### src/rtl/register_dump_reader.sv
// register_dump_reader: walks every register of the bank through a debug read port and
// streams each word LSB-first as bytes. Define DUMP_CHECKSUM_EN to append an XOR checksum byte.
module register_dump_reader #(
  parameter int SIZE          = 32,
  parameter int NUM_REGISTERS = 32,
  parameter int SIZE_REG_DIR  = $clog2(NUM_REGISTERS),
  parameter int READ_LATENCY  = 1
) (
  input  logic                    clk,
  input  logic                    rst,
  input  logic                    i_start,
  output logic                    o_busy,
  output logic                    o_done,
  output logic [SIZE_REG_DIR-1:0] o_reg_dir,
  input  logic [SIZE-1:0]         i_reg_data,
  output logic [7:0]              o_byte,
  output logic                    o_byte_valid,
  input  logic                    i_byte_ready
);

  localparam int BYTES = SIZE / 8;
  localparam int BCW   = (BYTES > 1) ? $clog2(BYTES) : 1;
  localparam int WCW   = (READ_LATENCY > 1) ? $clog2(READ_LATENCY) : 1;

  localparam logic [SIZE_REG_DIR-1:0] LAST_DIR  = SIZE_REG_DIR'(NUM_REGISTERS - 1);
  localparam logic [BCW-1:0]          LAST_BYTE = BCW'(BYTES - 1);
  localparam logic [WCW-1:0]          LAST_WAIT = WCW'(READ_LATENCY - 1);

  // Handshake: a byte moves when o_byte_valid and i_byte_ready are both high at posedge;
  // while valid is high and ready low, o_byte and o_byte_valid hold their values.
  typedef enum logic [2:0] {
    IDLE   = 3'd0,
    READ   = 3'd1,
    SEND   = 3'd2,
`ifdef DUMP_CHECKSUM_EN
    CHKSUM = 3'd3,
`endif
    DONE   = 3'd4
  } state_t;

  state_t          state;
  state_t          state_next;
  logic [WCW-1:0]  wait_cnt;
  logic [BCW-1:0]  byte_cnt;
  logic [SIZE-1:0] shift;
  logic            accept;
  logic            read_done;
  logic            last_byte;
  logic            last_reg;
`ifdef DUMP_CHECKSUM_EN
  logic [7:0]      chksum;
`endif

  assign accept    = o_byte_valid & i_byte_ready;
  assign read_done = (wait_cnt == LAST_WAIT);
  assign last_byte = (byte_cnt == LAST_BYTE);
  assign last_reg  = (o_reg_dir == LAST_DIR);

  always_ff @(posedge clk) begin
    if (rst) begin
      state <= IDLE;
    end else begin
      state <= state_next;
    end
  end

  always_comb begin
    state_next = state;
    case (state)
      IDLE: begin
        if (i_start) state_next = READ;
      end
      READ: begin
        if (read_done) state_next = SEND;
      end
      SEND: begin
        if (accept && last_byte) begin
          if (!last_reg) begin
            state_next = READ;
          end else begin
`ifdef DUMP_CHECKSUM_EN
            state_next = CHKSUM;
`else
            state_next = DONE;
`endif
          end
        end
      end
`ifdef DUMP_CHECKSUM_EN
      CHKSUM: begin
        if (accept) state_next = DONE;
      end
`endif
      DONE:    state_next = IDLE;
      default: state_next = IDLE;
    endcase
  end

  always_comb begin
    o_busy       = (state != IDLE);
    o_done       = (state == DONE);
    o_byte_valid = 1'b0;
    o_byte       = 8'h00;
    case (state)
      SEND: begin
        o_byte_valid = 1'b1;
        o_byte       = shift[7:0];
      end
`ifdef DUMP_CHECKSUM_EN
      CHKSUM: begin
        o_byte_valid = 1'b1;
        o_byte       = chksum;
      end
`endif
      default: begin
        o_byte_valid = 1'b0;
        o_byte       = 8'h00;
      end
    endcase
  end

  // Address, wait counter, byte counter and shift register advance only with the FSM.
  always_ff @(posedge clk) begin
    if (rst) begin
      o_reg_dir <= '0;
      wait_cnt  <= '0;
      byte_cnt  <= '0;
      shift     <= '0;
    end else begin
      case (state)
        IDLE: begin
          o_reg_dir <= '0;
          wait_cnt  <= '0;
          byte_cnt  <= '0;
        end
        READ: begin
          if (read_done) begin
            shift    <= i_reg_data;
            byte_cnt <= '0;
            wait_cnt <= '0;
          end else begin
            wait_cnt <= wait_cnt + WCW'(1);
          end
        end
        SEND: begin
          if (accept) begin
            shift    <= shift >> 8;
            byte_cnt <= byte_cnt + BCW'(1);
            if (last_byte && !last_reg) begin
              o_reg_dir <= o_reg_dir + SIZE_REG_DIR'(1);
              wait_cnt  <= '0;
            end
          end
        end
        default: begin
          wait_cnt <= '0;
        end
      endcase
    end
  end

`ifdef DUMP_CHECKSUM_EN
  // XOR of every accepted data byte; the checksum byte itself is not folded in.
  always_ff @(posedge clk) begin
    if (rst) begin
      chksum <= 8'h00;
    end else if (state == IDLE) begin
      chksum <= 8'h00;
    end else if (state == SEND && accept) begin
      chksum <= chksum ^ shift[7:0];
    end
  end
`endif

endmodule
### config.mk
export PLATFORM = sky130hd
export DESIGN_NAME = register_dump_reader
export DESIGN_NICKNAME = d
export VERILOG_FILES = /design/src/rtl/register_dump_reader.sv
export SDC_FILE = /design/constraint.sdc
export NUM_CORES = 1
export LEC_CHECK = 0
export ABC_AREA = 1
export CORE_MARGIN = 2
export CORE_UTILIZATION = 28
export CTS_CLUSTER_DIAMETER = 30
export DETAILED_ROUTE_END_ITERATION = 8
export GPL_TIMING_DRIVEN = 0
export SETUP_SLACK_MARGIN = 0.4
export SLEW_MARGIN = 20
export SYNTH_ARGS = -nofsm -noshare
export SYNTH_HDL_FRONTEND = slang
export SYNTH_SLANG_ARGS = --single-unit
export TNS_END_PERCENT = 10
### constraint.sdc
create_clock -name clk -period 2.3 [get_ports clk]
set_input_delay 0.46 -clock clk [delete_from_list [all_inputs] [get_ports clk]]
set_output_delay 0.46 -clock clk [all_outputs]
set_load 0.01 [all_outputs]
==> results_dict.tcl, run 1 <==
set metrics [dict create \
    cts.htree.levels 2 \
    synthesis.instances 341 \
    placement.cell_area_sq_um 2790 \
    cts.path.max_buffers 2 \
    place.gp.congestion 0.810 \
    outcome "complete, no violations" \
    final_common_cell "nand2_1" \
    worst_pin_slew_ns 0.451 \
    hpwlAfterDp_mm 3.91 \
    startpoint_type "register" \
    finalCriticalPeriod_ns 2.14 \
    crit_chain "nor2_4, nand2_2, buf_4, nor2_1, clkdlybuf4s50_1" \
    endpoint_kind "output pin" \
    area_growth_pct 35.7 \
    fmax_mhz 467 \
    globalRouteTotalUtil 0.128 \
    postSynthRegisterBits 42 \
    antenna_left 0 \
    die_area_sq_um 8410 \
    setup_viol 0 \
    drv.max_cap_violation_count 0 \
    hold_buffers 0 \
    commonest_cells_after_routing_fill_and_taps_aside "nand2_1, nor2_1, clkdlybuf4s50_1" \
    synth.cell_area_sq_um 2150 \
    final.setup.tns_ns 0 \
    initial_util 0.294 \
    clk_latency_ns 0.30 \
    initialDrtViolationCount 101 \
    timing.critical_path.slowest_stage_cell "clkdlybuf4s50_1" \
    count_of_yosys_warnings_during_synthesis 0 \
    route.detailed.vias_per_inst 4.20 \
    synth.avg_cell_area_sq_um 6.31 \
    final_setup_skew_ns 0.0102 \
    quantity_of_i_o_buffers_inserted_on_ports 51 \
    cts_tree "yes" \
    vias_in_the_first_global_route 1943 \
    synth_area_leader_cell "dfxtp_1" \
    grt_max_degree 15 \
    static-leakage-power_nw 1.38 \
    die_height_microns 91.7 \
    ratio_of_final_minimum_period_to_clock_period 0.930 \
    worst_slew_margin_rel 0.699 \
    power.total_mw 2.15 \
    setup_repair_after_global_routing_missed_its_margin "yes" \
    wl_cell_microns 10.4 \
    drc 0 \
    vdd_drop_max_mv 0.237 \
    floorplan.core_area_sq_um 7330 \
    crit_required_ns 1.84 \
    timing.critical_path.fanout_max 10 \
    timing.final.hold_violations 0 \
    synthesis.nets 380 \
    layout-drive-gt1-share 0.0821 \
    antenna_found_initial 0 \
    layout.filler_cells 792 \
    globalRouteOverflowTotal 0 \
    synth_top_area_share 0.390 \
    netlist_top_cells_area "dfxtp_1, nand2_1, nor2_1" \
    num_antenna_cells 0 \
    stdcell_area_sq_um 2920 \
    path_class "register to output pin" \
    standard_cell_rows 31 \
    max_stage_delay_ns 0.54 \
    first_pass_grt_wire_length_mm 8.67 \
    worst_hold_path_type "register to register" \
    clk_transition_reported_paths_ns 0.08 \
    tritoncts_sinks 42 \
    p_per_area_nw_per_um2 735 \
    final_nets 440 \
    detail_route.wirelength_mm 5.23 \
    io-pin-count 52 \
    clock_tree.root_cell "clkbuf_8" \
    die_x_microns 91.7 \
    critPathArrivalTime_ns 1.68 \
    drt-pass1-iter-count 4 \
    cts_inserted_buffers 5 \
    synth-seq-area-share 0.390 \
    dr_total_vias 2106 \
    drv_slew 0 \
    synth.lib_cells_used.distinct 22 \
]
Yosys cell counts:
cell / count
nor2_2: 1
nand2_2: 2
o21ai_1: 5
nor2_4: 1
inv_2: 2
a21boi_1: 1
buf_2: 12
nand3_4: 1
inv_1: 36
ha_1: 3
nand2_1: 89
dfxtp_1: 42
nand3_2: 1
nor2_1: 71
buf_6: 2
nand3_1: 38
a21oi_1: 10
buf_4: 1
nand4_1: 1
nor3_1: 2
clkbuf_1: 4
o21ai_0: 16
stage by stage:
stage	cells	utilization	setup WS, ns	hold WS (ns)
after floorplan	341	-	0.790	0.457
after global placement	491	0.380	0.312	0.468
final	501	0.399	0.161	0.484
after CTS	501	0.398	0.131	0.484
after global routing	501	0.399	0.0484	0.506
after detailed placement	491	0.380	0.309	0.474
final timing paths:
check / cells after the start / slack (ns) / to / startpoint
min: 2 / 0.48 / shift[28]$_SDFFE_PP0P_ / shift[28]$_SDFFE_PP0P_
min reg2reg: 2 / 0.48 / shift[28]$_SDFFE_PP0P_ / shift[28]$_SDFFE_PP0P_
max: 5 / 0.16 / o_byte[7] / state[0]$_SDFFE_PP0P_
max reg2reg: 11 / 0.62 / o_reg_dir[1]$_SDFFE_PP0P_ / o_reg_dir[0]$_SDFFE_PP0P_
repair_timing:
action                                  4_1_cts  5_1_grt
pin swaps                                     1        0
endpoints found under the setup margin       11       12
setup buffers                                 2        0
resized for setup                             4        2
endpoints found under the hold margin         0        0
worst max-delay path: cells and delay by family, from the launching register on:
kind	cells	cell delay (ns)
simple gates	3	0.30
flops	1	0.36
buf+inv	2	0.72
where the power goes:
group	switching (mW)	internal [mW]
clock network	0.276	0.326
registers	0.0404	0.833
logic	0.376	0.297
logic make-up after synthesis:
kind of cell / count (synthesis) / synth area share
and+or+nand+nor: 207 / 0.402
buffers and inverters: 57 / 0.115
DFF: 42 / 0.390
AOI/OAI and AO/OA: 32 / 0.0755
adders and majority gates: 3 / 0.0174
metal layers:
metal / vias up / global-route usage / part of all wire
met3: 8 / 0.0304 / 0.045
met5: - / 0 / 0
met4: 0 / 0.0634 / 0.021
met1: 879 / 0.163 / 0.48
met2: 48 / 0.204 / 0.45
li1: 1171 / - / -
registers in the layout, indices dropped and copies added (netlist names):
signal / flops
shift: 32
o_reg_dir: 5
state: 3
byte_cnt: 2
final cells by class:
type,count,area (sq um),area share
Buffer,19,110,0.0377
Clock inverter,3,43.8,0.0150
Timing Repair Buffer,53,528,0.181
Tap cell,99,124,0.0424
Multi-Input combinational cell,242,1060,0.364
Clock buffer,5,68.8,0.0235
Sequential cell,42,841,0.288
Inverter,38,143,0.0488
No activity file was read; power rests on OpenSTA's default activity.
==> inputs of run 2 (changes only) <==
- CORE_MARGIN: 2 -> default
==> run 2 against run 1 <==
Compared with the run above:
- sequential cell count unchanged
- non-clock buffer count unchanged
- critical endpoint is now o_byte[3]
- clock skew down 0.0034 ns
- critical path type unchanged
==> results_dict.tcl, run 2 (same netlist as run 1, synthesis figures left out) <==
set metrics [dict create \
    worst_hold_path_type "register to register" \
    drc 0 \
    commonest_cells_after_routing_fill_and_taps_aside "nand2_1, nor2_1, clkdlybuf4s50_1" \
    antenna_found_initial 0 \
    detail_route.wirelength_mm 5.18 \
    cts_inserted_buffers 5 \
    min_from "shift[26]$_SDFFE_PP0P_" \
    static-leakage-power_nw 1.37 \
    setup_repair_after_global_routing_missed_its_margin "yes" \
    globalRouteTotalUtil 0.141 \
    standard_cell_rows 31 \
    dpl_cells 491 \
    timing.critical_path.fanout_max 10 \
    timing.final.hold_violations 0 \
    instances_no_fill 501 \
    vias_in_the_first_global_route 1928 \
    floorplan.core_area_sq_um 7330 \
    layout-drive-gt1-share 0.0821 \
    r2r_end "o_reg_dir[4]$_SDFFE_PP0P_" \
    worst_pin_slew_ns 0.445 \
    worst_slew_margin_rel 0.703 \
    crit_chain "buf_4, nand2_2, buf_4, nor2_1, clkdlybuf4s50_1" \
    wl_cell_microns 10.3 \
    area_growth_pct 35.6 \
    drt-pass1-iter-count 4 \
    outcome "complete, no violations" \
    clock_tree.root_cell "clkbuf_8" \
    hold_buffers 0 \
    cts.path.max_buffers 2 \
    drv.max_cap_violation_count 0 \
    grt_max_degree 15 \
    post-place-ws_ns 0.293 \
    num_antenna_cells 0 \
    route.detailed.vias_per_inst 4.21 \
    largest_register "shift" \
    clk_transition_reported_paths_ns 0.08 \
    path_common_cell "buf_4" \
    die_area_sq_um 8050 \
    first_pass_grt_wire_length_mm 8.65 \
    die_height_microns 89.7 \
    endpoint_kind "output pin" \
    quantity_of_i_o_buffers_inserted_on_ports 51 \
    cts.htree.levels 2 \
    final_common_cell "nand2_1" \
    finalCriticalPeriod_ns 2.14 \
    final.setup.tns_ns 0 \
    globalRouteOverflowTotal 0 \
    crit_required_ns 1.84 \
    final_nets 440 \
    hpwlAfterDp_mm 3.85 \
    die_x_microns 89.7 \
    power.total_mw 2.14 \
    largest_registers_in_the_final_layout "shift: 32 flops, o_reg_dir: 5 flops, state: 3 flops" \
    tritoncts_sinks 42 \
    max_stage_delay_ns 0.53 \
    io-pin-count 52 \
    fmax_mhz 468 \
    initial_util 0.294 \
    initialDrtViolationCount 91 \
    path_class "register to output pin" \
    placement.cell_area_sq_um 2790 \
    drv_slew 0 \
    fin_util 0.398 \
    clk_latency_ns 0.30 \
    final_setup_skew_ns 0.00682 \
    reg2reg_from "o_reg_dir[0]$_SDFFE_PP0P_" \
    r2r_setup_slack_ns 0.60 \
    layout.filler_cells 829 \
    largest_reg_flops 32 \
    cts_tree "yes" \
    stdcell_area_sq_um 2920 \
    layout.area.seq_sq_um 841 \
    finalWorstSetupSlack_ns 0.164 \
    place.gp.congestion 0.795 \
    antenna_left 0 \
    critPathArrivalTime_ns 1.68 \
    dr_total_vias 2108 \
    timing.critical_path.slowest_stage_cell "clkdlybuf4s50_1" \
    ratio_of_final_minimum_period_to_clock_period 0.929 \
    fin_worst_hold_slack_ns 0.481 \
    setup_viol 0 \
    worst_setup_path_startpoint "state[1]$_SDFFE_PP0P_" \
    startpoint_type "register" \
    multi_input_gate_area_in_the_final_layout_sq_um 1060 \
    cell_depth_of_the_worst_flop_to_flop_path 11 \
    vdd_drop_max_mv 0.238 \
    critPathCapture "o_byte[3]" \
    p_per_area_nw_per_um2 734 \
]
-- run 2: changes by cell type in the layout (fill, tap and decap cells not counted) --
cell and delta:
dlymetal6s2s_1 -1, dlygate4sd2_1 +1
-- run 2: routing by layer --
metal / vias to the layer above / wire [microns] / GRT usage
met2: 38 / 2410 / 0.241
li1: 1171 / - / -
met5: - / 0 / 0
met3: 4 / 210 / 0.0347
met4: 0 / 53 / 0.0390
met1: 895 / 2500 / 0.176
-- run 2: cell type report --
type,count,area share
timing repair buffer,53,0.180
buffer,19,0.0377
tap,99,0.0424
clock buffer,5,0.0236
clock inverter,3,0.0150
multi-input combinational,242,0.365
inverter,38,0.0489
sequential,42,0.288
-- run 2: worst min-delay path by stage --
| stage | to | slack, ns | cells after the start |
|---|---|---|---|
| 2_1_floorplan | shift[24]$_SDFFE_PP0P_ | 0.46 | 2 |
| 3_3_place_gp | shift[26]$_SDFFE_PP0P_ | 0.47 | 2 |
| 3_5_place_dp | shift[26]$_SDFFE_PP0P_ | 0.47 | 2 |
| 4_1_cts | shift[26]$_SDFFE_PP0P_ | 0.48 | 2 |
| 5_1_grt | shift[28]$_SDFFE_PP0P_ | 0.51 | 2 |
| 6_report | shift[26]$_SDFFE_PP0P_ | 0.48 | 2 |
-- run 2: power by group --
group | internal (mW) | total, mW | leakage [nW] | switching, mW
Clock | 0.325 | 0.596 | 0.0585 | 0.270
Sequential | 0.833 | 0.875 | 0.345 | 0.0411
Combinational | 0.296 | 0.672 | 0.963 | 0.376
Total | 1.46 | 2.14 | 1.37 | 0.687
-- run 2: timing repair --
item | CTS | global route
setup buffers | 2 | 0
pin swaps | 1 | 0
gates resized for setup | 5 | 1
setup endpoints to repair | 10 | 15
-- run 2: worst max-delay path: cells and delay by family (launching register included) --
family | cells | cell delay [ns]
simple gates | 2 | 0.19
buf+inv | 3 | 0.87
flops | 1 | 0.31
==> inputs of run 3 (changes only) <==
- ABC_AREA: 1 -> default
- CORE_UTILIZATION: 28 -> 53
- PLACE_DENSITY: default -> 0.85
==> run 3 against run 2 <==
Compared with the run above:
- via count shrank 4.6%
- hold slack got worse by 0.011 ns
- area after synthesis shrank 3.2%
- die area down 48%
- routed wire length about the same
- design area is 3.0% lower
- register-to-register slack worse by 0.29 ns
- power shrank 20%
- clock skew hardly changed
- setup slack gained 0.070 ns
- count of clock-buffer cells in the layout unchanged
- critical path depth increased by 2
- critical endpoint is now o_byte[7]
==> results_dict.tcl, run 3 <==
set metrics [dict create \
    static-leakage-power_nw 1.08 \
    initial_util 0.561 \
    die_height_microns 64.7 \
    standard_cell_rows 22 \
    postSynthRegisterBits 42 \
    setup_viol 0 \
    detail_route.wirelength_mm 5.17 \
    final_setup_skew_ns 0.00678 \
    synth.avg_cell_area_sq_um 8.37 \
    post-place-ws_ns -0.0903 \
    quantity_of_i_o_buffers_inserted_on_ports 50 \
    layout.filler_cells 290 \
    final_nets 351 \
    synth_most_common_cell "nand2_1" \
    final.setup.tns_ns 0 \
    largest_registers_in_the_final_layout "shift: 32 flops, o_reg_dir: 5 flops, state: 3 flops" \
    dr_total_vias 2010 \
    outcome "complete, no violations" \
    timing.critical_path.fanout_max 5 \
    fmax_mhz 484 \
    die_area_sq_um 4190 \
    initialDrtViolationCount 136 \
    drc 0 \
    wl_cell_microns 14.3 \
    worst_slew_margin_rel 0.608 \
    io-pin-count 52 \
    placement.cell_area_sq_um 2650 \
    clk_transition_reported_paths_ns 0.08 \
    antenna_found_initial 0 \
    netlist_top_cells_area "dfxtp_1, nand2_1, a311oi_1" \
    critPathArrivalTime_ns 1.61 \
    num_antenna_cells 0 \
    synthesis.instances 249 \
    layout-drive-gt1-share 0.195 \
    synth_top_area_share 0.403 \
    edff_count_synth 0 \
    place.gp.congestion 0.799 \
    largest_register "shift" \
    final_common_cell "nand2_1" \
    async_flop_share 0 \
    timing.final.hold_violations 0 \
    globalRouteOverflowTotal 0 \
    finalWorstSetupSlack_ns 0.234 \
    floorplan.core_area_sq_um 3720 \
    globalRouteTotalUtil 0.259 \
    path_class "register to output pin" \
    drv.max_cap_violation_count 0 \
    finalCriticalPeriod_ns 2.07 \
    synthesis.nets 288 \
    worst_hold_path_type "register to register" \
    worst_pin_slew_ns 0.588 \
    cts.htree.levels 2 \
    route.detailed.vias_per_inst 5.57 \
    stdcell_area_sq_um 2830 \
    commonest_cells_after_routing_fill_and_taps_aside "nand2_1, dfxtp_1, clkdlybuf4s50_1" \
    hpwlAfterDp_mm 3.54 \
    setup_repair_after_global_routing_missed_its_margin "yes" \
    synth.lib_cells_used.distinct 37 \
    endpoint_kind "output pin" \
    startpoint_type "register" \
    synthTopCellsByCount "nand2_1, dfxtp_1, nor3_1, a311oi_1, nand3_1" \
    first_pass_grt_wire_length_mm 8.35 \
    hold_buffers 0 \
    drv_slew 0 \
    cts.path.max_buffers 2 \
    drt-pass1-iter-count 4 \
    crit_required_ns 1.84 \
    clk_latency_ns 0.30 \
    vias_in_the_first_global_route 1816 \
    cts_inserted_buffers 5 \
    ratio_of_final_minimum_period_to_clock_period 0.898 \
    count_of_yosys_warnings_during_synthesis 0 \
    antenna_left 0 \
    p_per_area_nw_per_um2 609 \
    area_growth_pct 35.8 \
    synth-seq-area-share 0.403 \
    grt_max_degree 14 \
    ys_dominant_reg_cell "dfxtp_1" \
    tritoncts_sinks 42 \
    vdd_drop_max_mv 0.400 \
    largest_reg_flops 32 \
    synth_area_leader_cell "dfxtp_1" \
    die_x_microns 64.7 \
    synth.cell_area_sq_um 2080 \
    clock_tree.root_cell "clkbuf_8" \
    cts_tree "yes" \
]
run 3: logic make-up (layout without fill, tap and decap cells):
| group | after synthesis | in the layout | share of synthesized area |
|---|---|---|---|
| simple gates | 134 | 134 | 0.321 |
| flops | 42 | 42 | 0.403 |
| fa+ha+maj | 3 | 3 | 0.0180 |
| buf+inv | 27 | 91 | 0.0756 |
| compound gates | 40 | 40 | 0.167 |
| mux | 3 | 3 | 0.0150 |
run 3: cell type report:
type                       count  area [sq um]  share of cell area
inverter                       2          12.5             0.00442
timing repair buffer          56           539               0.190
multi-input combinational    180          1100               0.389
buffer                        25           166              0.0588
sequential                    42           843               0.298
clock buffer                   5          68.8              0.0243
tap                           48          60.1              0.0212
clock inverter                 3          40.0              0.0141
run 3: timing repair:
action | in CTS | in global routing
endpoints found under the hold margin | 0 | 0
pin swaps | 0 | 4
setup endpoints to repair | 32 | 36
buffers inserted | 4 | 1
gates resized for setup | 44 | 18
gates cloned | 0 | 1
run 3: power breakdown:
group	switching (mW)	total (mW)	internal, mW
logic	0.164	0.339	0.175
registers	0.0292	0.810	0.780
clock network	0.255	0.575	0.319
run 3: worst paths after layout:
check / cells after the start / slack, ns / startpoint / to
setup / recovery: 7 / 0.23 / state[1]$_SDFFE_PP0P_ / o_byte[7]
hold / removal: 2 / 0.47 / shift[27]$_SDFFE_PP0P_ / shift[27]$_SDFFE_PP0P_
setup reg to reg: 6 / 0.31 / o_reg_dir[0]$_SDFFE_PP0P_ / o_reg_dir[3]$_SDFFE_PP0P_
hold reg to reg: 2 / 0.47 / shift[27]$_SDFFE_PP0P_ / shift[27]$_SDFFE_PP0P_
run 3: critical path, stage by stage (launching register included):
cell      delay (ns)
dfxtp_2         0.33
buf_6           0.09
or3b_4          0.37
buf_6           0.14
clkinv_4        0.05
buf_6           0.11
and2_4          0.14
buf_6           0.09
run 3: through the flow:
stage	instances	hold WS (ns)	util	total power, mW
6_report	361	0.469	0.762	1.72
5_1_grt	361	0.492	0.762	1.81
4_1_cts	359	0.473	0.743	1.71
3_5_place_dp	347	0.462	0.712	1.14
3_3_place_gp	347	0.453	0.712	1.13
2_1_floorplan	249	0.444	-	1.02
run 3: layer usage:
metal,wire [microns],global-route usage,vias to the layer above,share of wire
met5,0,0,-,0
met4,92,0.0889,0,0.018
met3,288,0.0634,9,0.056
met2,2440,0.410,67,0.47
met1,2360,0.341,909,0.46
li1,-,-,1025,-
